**config.mk**
```make
export PLATFORM = sky130hd
export DESIGN_NAME = data_mem_arbiter
export DESIGN_NICKNAME = d
export VERILOG_FILES = /design/src/rtl/mem_arb_pkg.sv /design/src/rtl/mem_arb_wait_ctr.sv /design/src/rtl/data_mem_arbiter.sv
export SDC_FILE = /design/constraint.sdc
export NUM_CORES = 1
export LEC_CHECK = 0
export BUFFER_PORTS_ARGS = -buffer_cell sky130_fd_sc_hd__clkbuf_2
export CAP_MARGIN = 15
export CORE_ASPECT_RATIO = 0.6
export CORE_MARGIN = 3
export CORE_UTILIZATION = 46
export CTS_BUF_LIST = sky130_fd_sc_hd__clkbuf_4
export DETAILED_ROUTE_END_ITERATION = 6
export PLACE_DENSITY = 0.95
export SETUP_SLACK_MARGIN = 0.2
export SLEW_MARGIN = 10
export SYNTH_ARGS = -nofsm -noshare
export SYNTH_HDL_FRONTEND = slang
export SYNTH_SLANG_ARGS = --single-unit
```
**constraint.sdc**
```tcl
create_clock -name clk -period 5.6 [get_ports clk]
set_input_delay 1.12 -clock clk [delete_from_list [all_inputs] [get_ports clk]]
set_output_delay 1.12 -clock clk [all_outputs]
set_load 0.02 [all_outputs]
```
**src/rtl/mem_arb_pkg.sv**
```systemverilog
// Shared types and constants for the data-memory arbiter.
package mem_arb_pkg;

    localparam int ADDR_W_DEF = 17;
    localparam int DATA_W_DEF = 32;

    typedef enum logic {
        ARB   = 1'b0,
        BURST = 1'b1
    } arb_state_e;

    localparam logic [1:0] SIZE_WORD = 2'b00;
    localparam logic [1:0] SIZE_HALF = 2'b01;
    localparam logic [1:0] SIZE_BYTE = 2'b10;
    localparam logic [1:0] SIZE_ILL  = 2'b11;

    function automatic logic size_is_ill(input logic [1:0] size);
        return size == SIZE_ILL;
    endfunction

endpackage

```
**src/rtl/mem_arb_wait_ctr.sv**
```systemverilog
// Saturating event counter with clear; flags when the count sits at MAX.
// Latency: count updates on the clock edge, sat_o is a registered-state compare.
// Backpressure: none; clr_i together with inc_i loads 1 (start of a new run).
module mem_arb_wait_ctr #(
    parameter int MAX = 8
) (
    input  logic clk,
    input  logic rst_n,
    input  logic inc_i,
    input  logic clr_i,
    output logic sat_o
);

    localparam int W = (MAX < 1) ? 1 : $clog2(MAX + 1);

    logic [W-1:0] cnt_q, cnt_d;

    always_comb begin
        cnt_d = cnt_q;
        if (clr_i) begin
            cnt_d = inc_i ? W'(1) : '0;
        end else if (inc_i && (cnt_q != W'(MAX))) begin
            cnt_d = cnt_q + 1'b1;
        end
    end

    always_ff @(posedge clk or negedge rst_n) begin
        if (!rst_n) begin
            cnt_q <= '0;
        end else begin
            cnt_q <= cnt_d;
        end
    end

    assign sat_o = (cnt_q == W'(MAX));

endmodule

```
**src/rtl/data_mem_arbiter.sv**
```systemverilog
// Shares one data-memory port between the CPU stage (port 0, priority) and a DMA engine (port 1).
// Latency: grant and memory drive are combinational; load data returns one cycle after accept.
// Backpressure: reqN_ready is the grant; port 1 waits at most MAX_WAIT, bursts capped at MAX_BURST beats.
module data_mem_arbiter
    import mem_arb_pkg::*;
#(
    parameter int ADDR_W    = ADDR_W_DEF,
    parameter int DATA_W    = DATA_W_DEF,
    parameter int MAX_WAIT  = 8,
    parameter int MAX_BURST = 16
) (
    input  logic              clk,
    input  logic              rst_n,

    input  logic              req0_valid,
    output logic              req0_ready,
    input  logic              req0_write,
    input  logic [1:0]        req0_size,
    input  logic              req0_sign,
    input  logic [ADDR_W-1:0] req0_addr,
    input  logic [DATA_W-1:0] req0_wdata,

    input  logic              req1_valid,
    output logic              req1_ready,
    input  logic              req1_write,
    input  logic [1:0]        req1_size,
    input  logic              req1_sign,
    input  logic [ADDR_W-1:0] req1_addr,
    input  logic [DATA_W-1:0] req1_wdata,
    input  logic              req1_last,

    output logic              rsp0_valid,
    output logic [DATA_W-1:0] rsp0_rdata,
    output logic              rsp1_valid,
    output logic [DATA_W-1:0] rsp1_rdata,

    output logic              mem_write,
    output logic [1:0]        mem_size,
    output logic              mem_sign,
    output logic [ADDR_W-1:0] mem_addr,
    output logic [DATA_W-1:0] mem_wdata,
    input  logic [DATA_W-1:0] mem_rdata
);

    typedef struct packed {
        logic              write;
        logic [1:0]        size;
        logic              sign;
        logic [ADDR_W-1:0] addr;
        logic [DATA_W-1:0] wdata;
    } req_t;

    req_t              req0_s, req1_s, sel_s;
    arb_state_e        state_q, state_d;
    logic              grant0, grant1;
    logic              burst_enter, burst_exit;
    logic              wait_sat, wait_inc, wait_clr;
    logic              beat_sat, beat_inc, beat_clr;
    logic [DATA_W-1:0] rsp_dat;
    logic              rsp0_vld_q, rsp1_vld_q;
    logic [DATA_W-1:0] rsp0_rdata_q, rsp1_rdata_q;

    assign req0_s = '{write: req0_write, size: req0_size, sign: req0_sign,
                      addr: req0_addr, wdata: req0_wdata};
    assign req1_s = '{write: req1_write, size: req1_size, sign: req1_sign,
                      addr: req1_addr, wdata: req1_wdata};

    // Grants are held off while reset is asserted so the memory sees an idle port.
    always_comb begin
        state_d     = state_q;
        grant0      = 1'b0;
        grant1      = 1'b0;
        burst_enter = 1'b0;
        burst_exit  = 1'b0;
        if (rst_n) begin
            case (state_q)
                ARB: begin
                    if (req1_valid && wait_sat) begin
                        grant1 = 1'b1;
                    end else if (req0_valid) begin
                        grant0 = 1'b1;
                    end else if (req1_valid) begin
                        grant1 = 1'b1;
                    end
                    burst_enter = grant1 && !req1_last;
                    if (burst_enter) begin
                        state_d = BURST;
                    end
                end
                BURST: begin
                    grant1     = req1_valid;
                    burst_exit = grant1 && (req1_last || beat_sat);
                    if (burst_exit) begin
                        state_d = ARB;
                    end
                end
                default: state_d = ARB;
            endcase
        end
    end

    always_ff @(posedge clk or negedge rst_n) begin
        if (!rst_n) begin
            state_q <= ARB;
        end else begin
            state_q <= state_d;
        end
    end

    assign wait_inc = req1_valid && !grant1;
    assign wait_clr = grant1 || !req1_valid;

    mem_arb_wait_ctr #(
        .MAX (MAX_WAIT)
    ) u_wait_ctr (
        .clk   (clk),
        .rst_n (rst_n),
        .inc_i (wait_inc),
        .clr_i (wait_clr),
        .sat_o (wait_sat)
    );

    // Beat counter saturates one short of the cap: the beat accepted at saturation is the last.
    assign beat_clr = (state_q == ARB) || burst_exit;
    assign beat_inc = burst_enter || ((state_q == BURST) && grant1 && !burst_exit);

    mem_arb_wait_ctr #(
        .MAX (MAX_BURST - 1)
    ) u_beat_ctr (
        .clk   (clk),
        .rst_n (rst_n),
        .inc_i (beat_inc),
        .clr_i (beat_clr),
        .sat_o (beat_sat)
    );

    always_comb begin
        sel_s      = '0;
        sel_s.size = SIZE_ILL;
        if (grant0) begin
            sel_s = req0_s;
        end else if (grant1) begin
            sel_s = req1_s;
        end
    end

    assign req0_ready = grant0;
    assign req1_ready = grant1;

    assign mem_write = sel_s.write && !size_is_ill(sel_s.size);
    assign mem_size  = sel_s.size;
    assign mem_sign  = sel_s.sign;
    assign mem_addr  = sel_s.addr;
    assign mem_wdata = sel_s.wdata;

    // Stores and illegal-size accesses return zero rather than whatever the memory drives.
    assign rsp_dat = (sel_s.write || size_is_ill(sel_s.size)) ? '0 : mem_rdata;

    always_ff @(posedge clk or negedge rst_n) begin
        if (!rst_n) begin
            rsp0_vld_q   <= 1'b0;
            rsp1_vld_q   <= 1'b0;
            rsp0_rdata_q <= '0;
            rsp1_rdata_q <= '0;
        end else begin
            rsp0_vld_q <= grant0;
            rsp1_vld_q <= grant1;
            if (grant0) begin
                rsp0_rdata_q <= rsp_dat;
            end
            if (grant1) begin
                rsp1_rdata_q <= rsp_dat;
            end
        end
    end

    assign rsp0_valid = rsp0_vld_q;
    assign rsp1_valid = rsp1_vld_q;
    assign rsp0_rdata = rsp0_rdata_q;
    assign rsp1_rdata = rsp1_rdata_q;

endmodule
```
==> metrics.cfg <==
[cts]
clk_latency_ns=0.43
clkTransAtPathRegs_ns=0.11
clockBufferDepth=2
cts.sinks=75
postCtsHoldBufs=0
post-cts-setup-buffers=0
cts_tree=built
cts_resized=0
root_buffer=clkbuf_4
h-tree-depth=3
cts_made_buffers=9

[timing]
clock.fmax_mhz=257
finalSetupTns_ns=0
setup-violations-final=0
rsz0062_at_grt=false
period_needed_ns=3.89
final-hold-violation-count=0
finalMaxSlewViolations=0
finClkSkew_ns=0.0130
slew_headroom=0.335
worstMarginPinSlew_ns=0.997
whs_ns=0.479
finalCritPeriodShare=0.694

[final_layout]
drive_gt1_frac=0.443
fill_cells=598
stdcell_count=768
fin_util=0.687
syn_to_final_growth_pct=39.3
fin_nets=804

[power]
leakagePower_uw=0.00298
pwr-share-seq=0.431
worst_ir_drop_vdd_uv=194
p_switching_uw=596
power_frac_clock=0.226
power_per_cell_area_nw_per_um2=310
switching_share=0.371
combPwrFrac=0.344
p_int_uw=1010

[logic_synthesis]
synth_area_leader_cell=dfrtp_1
synth-seq-cells=75
synth_common_cells=dfrtp_1, nand2_1, nor2_1
netlist_area_sq_um=3710
synth_cell_types=34
yosysWarnings=0
synth_top_flop_cell=dfrtp_1
synth.net_count=555
synth.most_common_cell=dfrtp_1
netlist_top_cells_area=dfrtp_1, a22o_1, nand2_1
async_flop_share=1.00
synth_edf_count=0
synth_top_area_frac=0.505
ys_seq_area_frac=0.505
syn_area_per_cell_sq_um=9.08
netlist_instances=409

[worst_hold_path]
min_from=rsp0_rdata[30]
hp-class=reg -> reg

[floorplanning]
io-pin-count=264
initial_core_util=0.493
rows=24
die_area_sq_um=9230
core_area_sq_um=7540
die_width_um=122
die_y_um=75.6

[global_routing]
track_usage=0.271
antenna_found_initial=0
grt_pass1_wl_mm=19.2
grt-ovfl-total=0
grt_pass1_vias=3762
grt_max_degree=72

[detailed_routing]
wl_per_cell_um=17.2
drt-total-wl_mm=13.2
post-route-drc-count=0
vias=4150
vias_per_cell=5.40
drtAntennaViolNets=0
drt_iter0_markers=376
firstDrtPassIters=5
route.met2.wl_mm=6.43
wl_met1_mm=5.47
wl_met3_mm=1.15
top_layer_used=met4

[worst_setup_path]
path_class=in -> out
cp.required_ns=4.48
end_kind=output port
rrSetupSlack_ns=2.87
critPathArrivalTime_ns=2.77
cp_slowest_cell=inv_2
critPathMaxFanout=59
worstPathCellList=buf_4, and3b_1, o21ai_4, inv_2, a22o_1, clkbuf_2
crit_start=rst_n
r2r-start=u_wait_ctr.cnt_q[0]
worst_path_dominant_cell_family=buffers and inverters
cpPeakStageDelay_ns=0.71
crit_buf_inv=3
critPathLaunchType=input port

[place]
dpl.cell_count=751
gp_congestion=0.832
port_buffers=263
hpwl_mm=10.2

[outcome]
status=finished, final reports clean

[run]
max-cap-violations=0

-- stage by stage --
step	power (uW)	instance area, sq um	worst slack [ns]
after CTS	1620	5170	1.73
after global placement	1230	5020	1.81
after detailed placement	1260	5020	1.72
after global routing	1690	5170	1.63
final	1610	5180	1.71
after floorplan	1020	3710	2.31
-- placed cells by master (no fill, tap or decap), types with 2 or more instances in the layout --
master | Yosys | layout
bufinv_16 | 0 | 2
xnor2_1 | 2 | 2
clkbuf_4 | 0 | 10
nand2_1 | 72 | 72
a21o_1 | 2 | 2
nor3_1 | 33 | 33
clkbuf_2 | 0 | 262
o22a_1 | 2 | 2
dfrtp_1 | 75 | 75
nor2_1 | 68 | 68
buf_4 | 5 | 8
nand3_1 | 40 | 40
ha_1 | 3 | 3
inv_2 | 2 | 2
a22o_1 | 50 | 50
and3b_1 | 2 | 2
a21oi_1 | 5 | 4
inv_1 | 3 | 3
clkinv_1 | 0 | 2
o21ai_0 | 3 | 3
-- registers in the layout, summed over array words and instances, names as in the netlist --
register,flops
rsp1_rdata,32
rsp0_valid,1
state_q,1
u_wait_ctr.cnt_q,4
rsp0_rdata,32
u_beat_ctr.cnt_q,4
rsp1_valid,1
-- worst reg2reg max path, cell delays in order, from the launching register on --
cell	delay, ns
dfrtp_1	0.41
inv_1	0.10
ha_1	0.22
nand3b_4	0.14
a21o_1	0.20
inv_2	0.65
buf_4	0.54
nor2_1	0.08
nor3_1	0.28
-- worst paths after layout --
| path | endpoint | depth (start not counted) |
|---|---|---|
| max | mem_addr[3] | 6 |
| min | rsp0_rdata[30] | 2 |
| max reg2reg | rsp1_rdata[21] | 8 |
| min reg2reg | rsp0_rdata[30] | 2 |
| max in group asynchronous | rsp0_rdata[25] | 2 |
| min in group asynchronous | rsp0_rdata[11] | 1 |
-- logic make-up after synthesis --
family	share of synthesized area
DFF	0.505
AOI/OAI and AO/OA	0.152
xor gates and xnor gates	0.00707
and+or+nand+nor	0.266
adders and majority gates	0.0101
buffers and inverters	0.0593
-- cell type report --
class / count / area, sq um / area share
clock inverter: 6 / 80.1 / 0.0155
antenna: 1 / 2.50 / 0.000483
multi-input combinational: 297 / 1620 / 0.313
timing repair buffer: 270 / 1370 / 0.265
tap: 104 / 130 / 0.0251
clock buffer: 10 / 75.1 / 0.0145
inverter: 5 / 18.8 / 0.00363
sequential: 75 / 1880 / 0.363
-- power by group through the flow --
stage          Combinational, uW  Clock [uW]  Sequential [uW]
6_report                     552         363              691
5_1_grt                      596         395              703
4_1_cts                      555         373              690
3_5_place_dp                 556           0              700
3_3_place_gp                 539           0              695
2_1_floorplan                220           0              802
-- routing by layer --
layer | GRT usage | up-vias
met5 | 0 | -
met3 | 0.0616 | 19
met2 | 0.433 | 215
met4 | 0.0770 | 0
met1 | 0.377 | 2003
li1 | - | 1913
No activity file was read; power rests on OpenSTA's default activity.
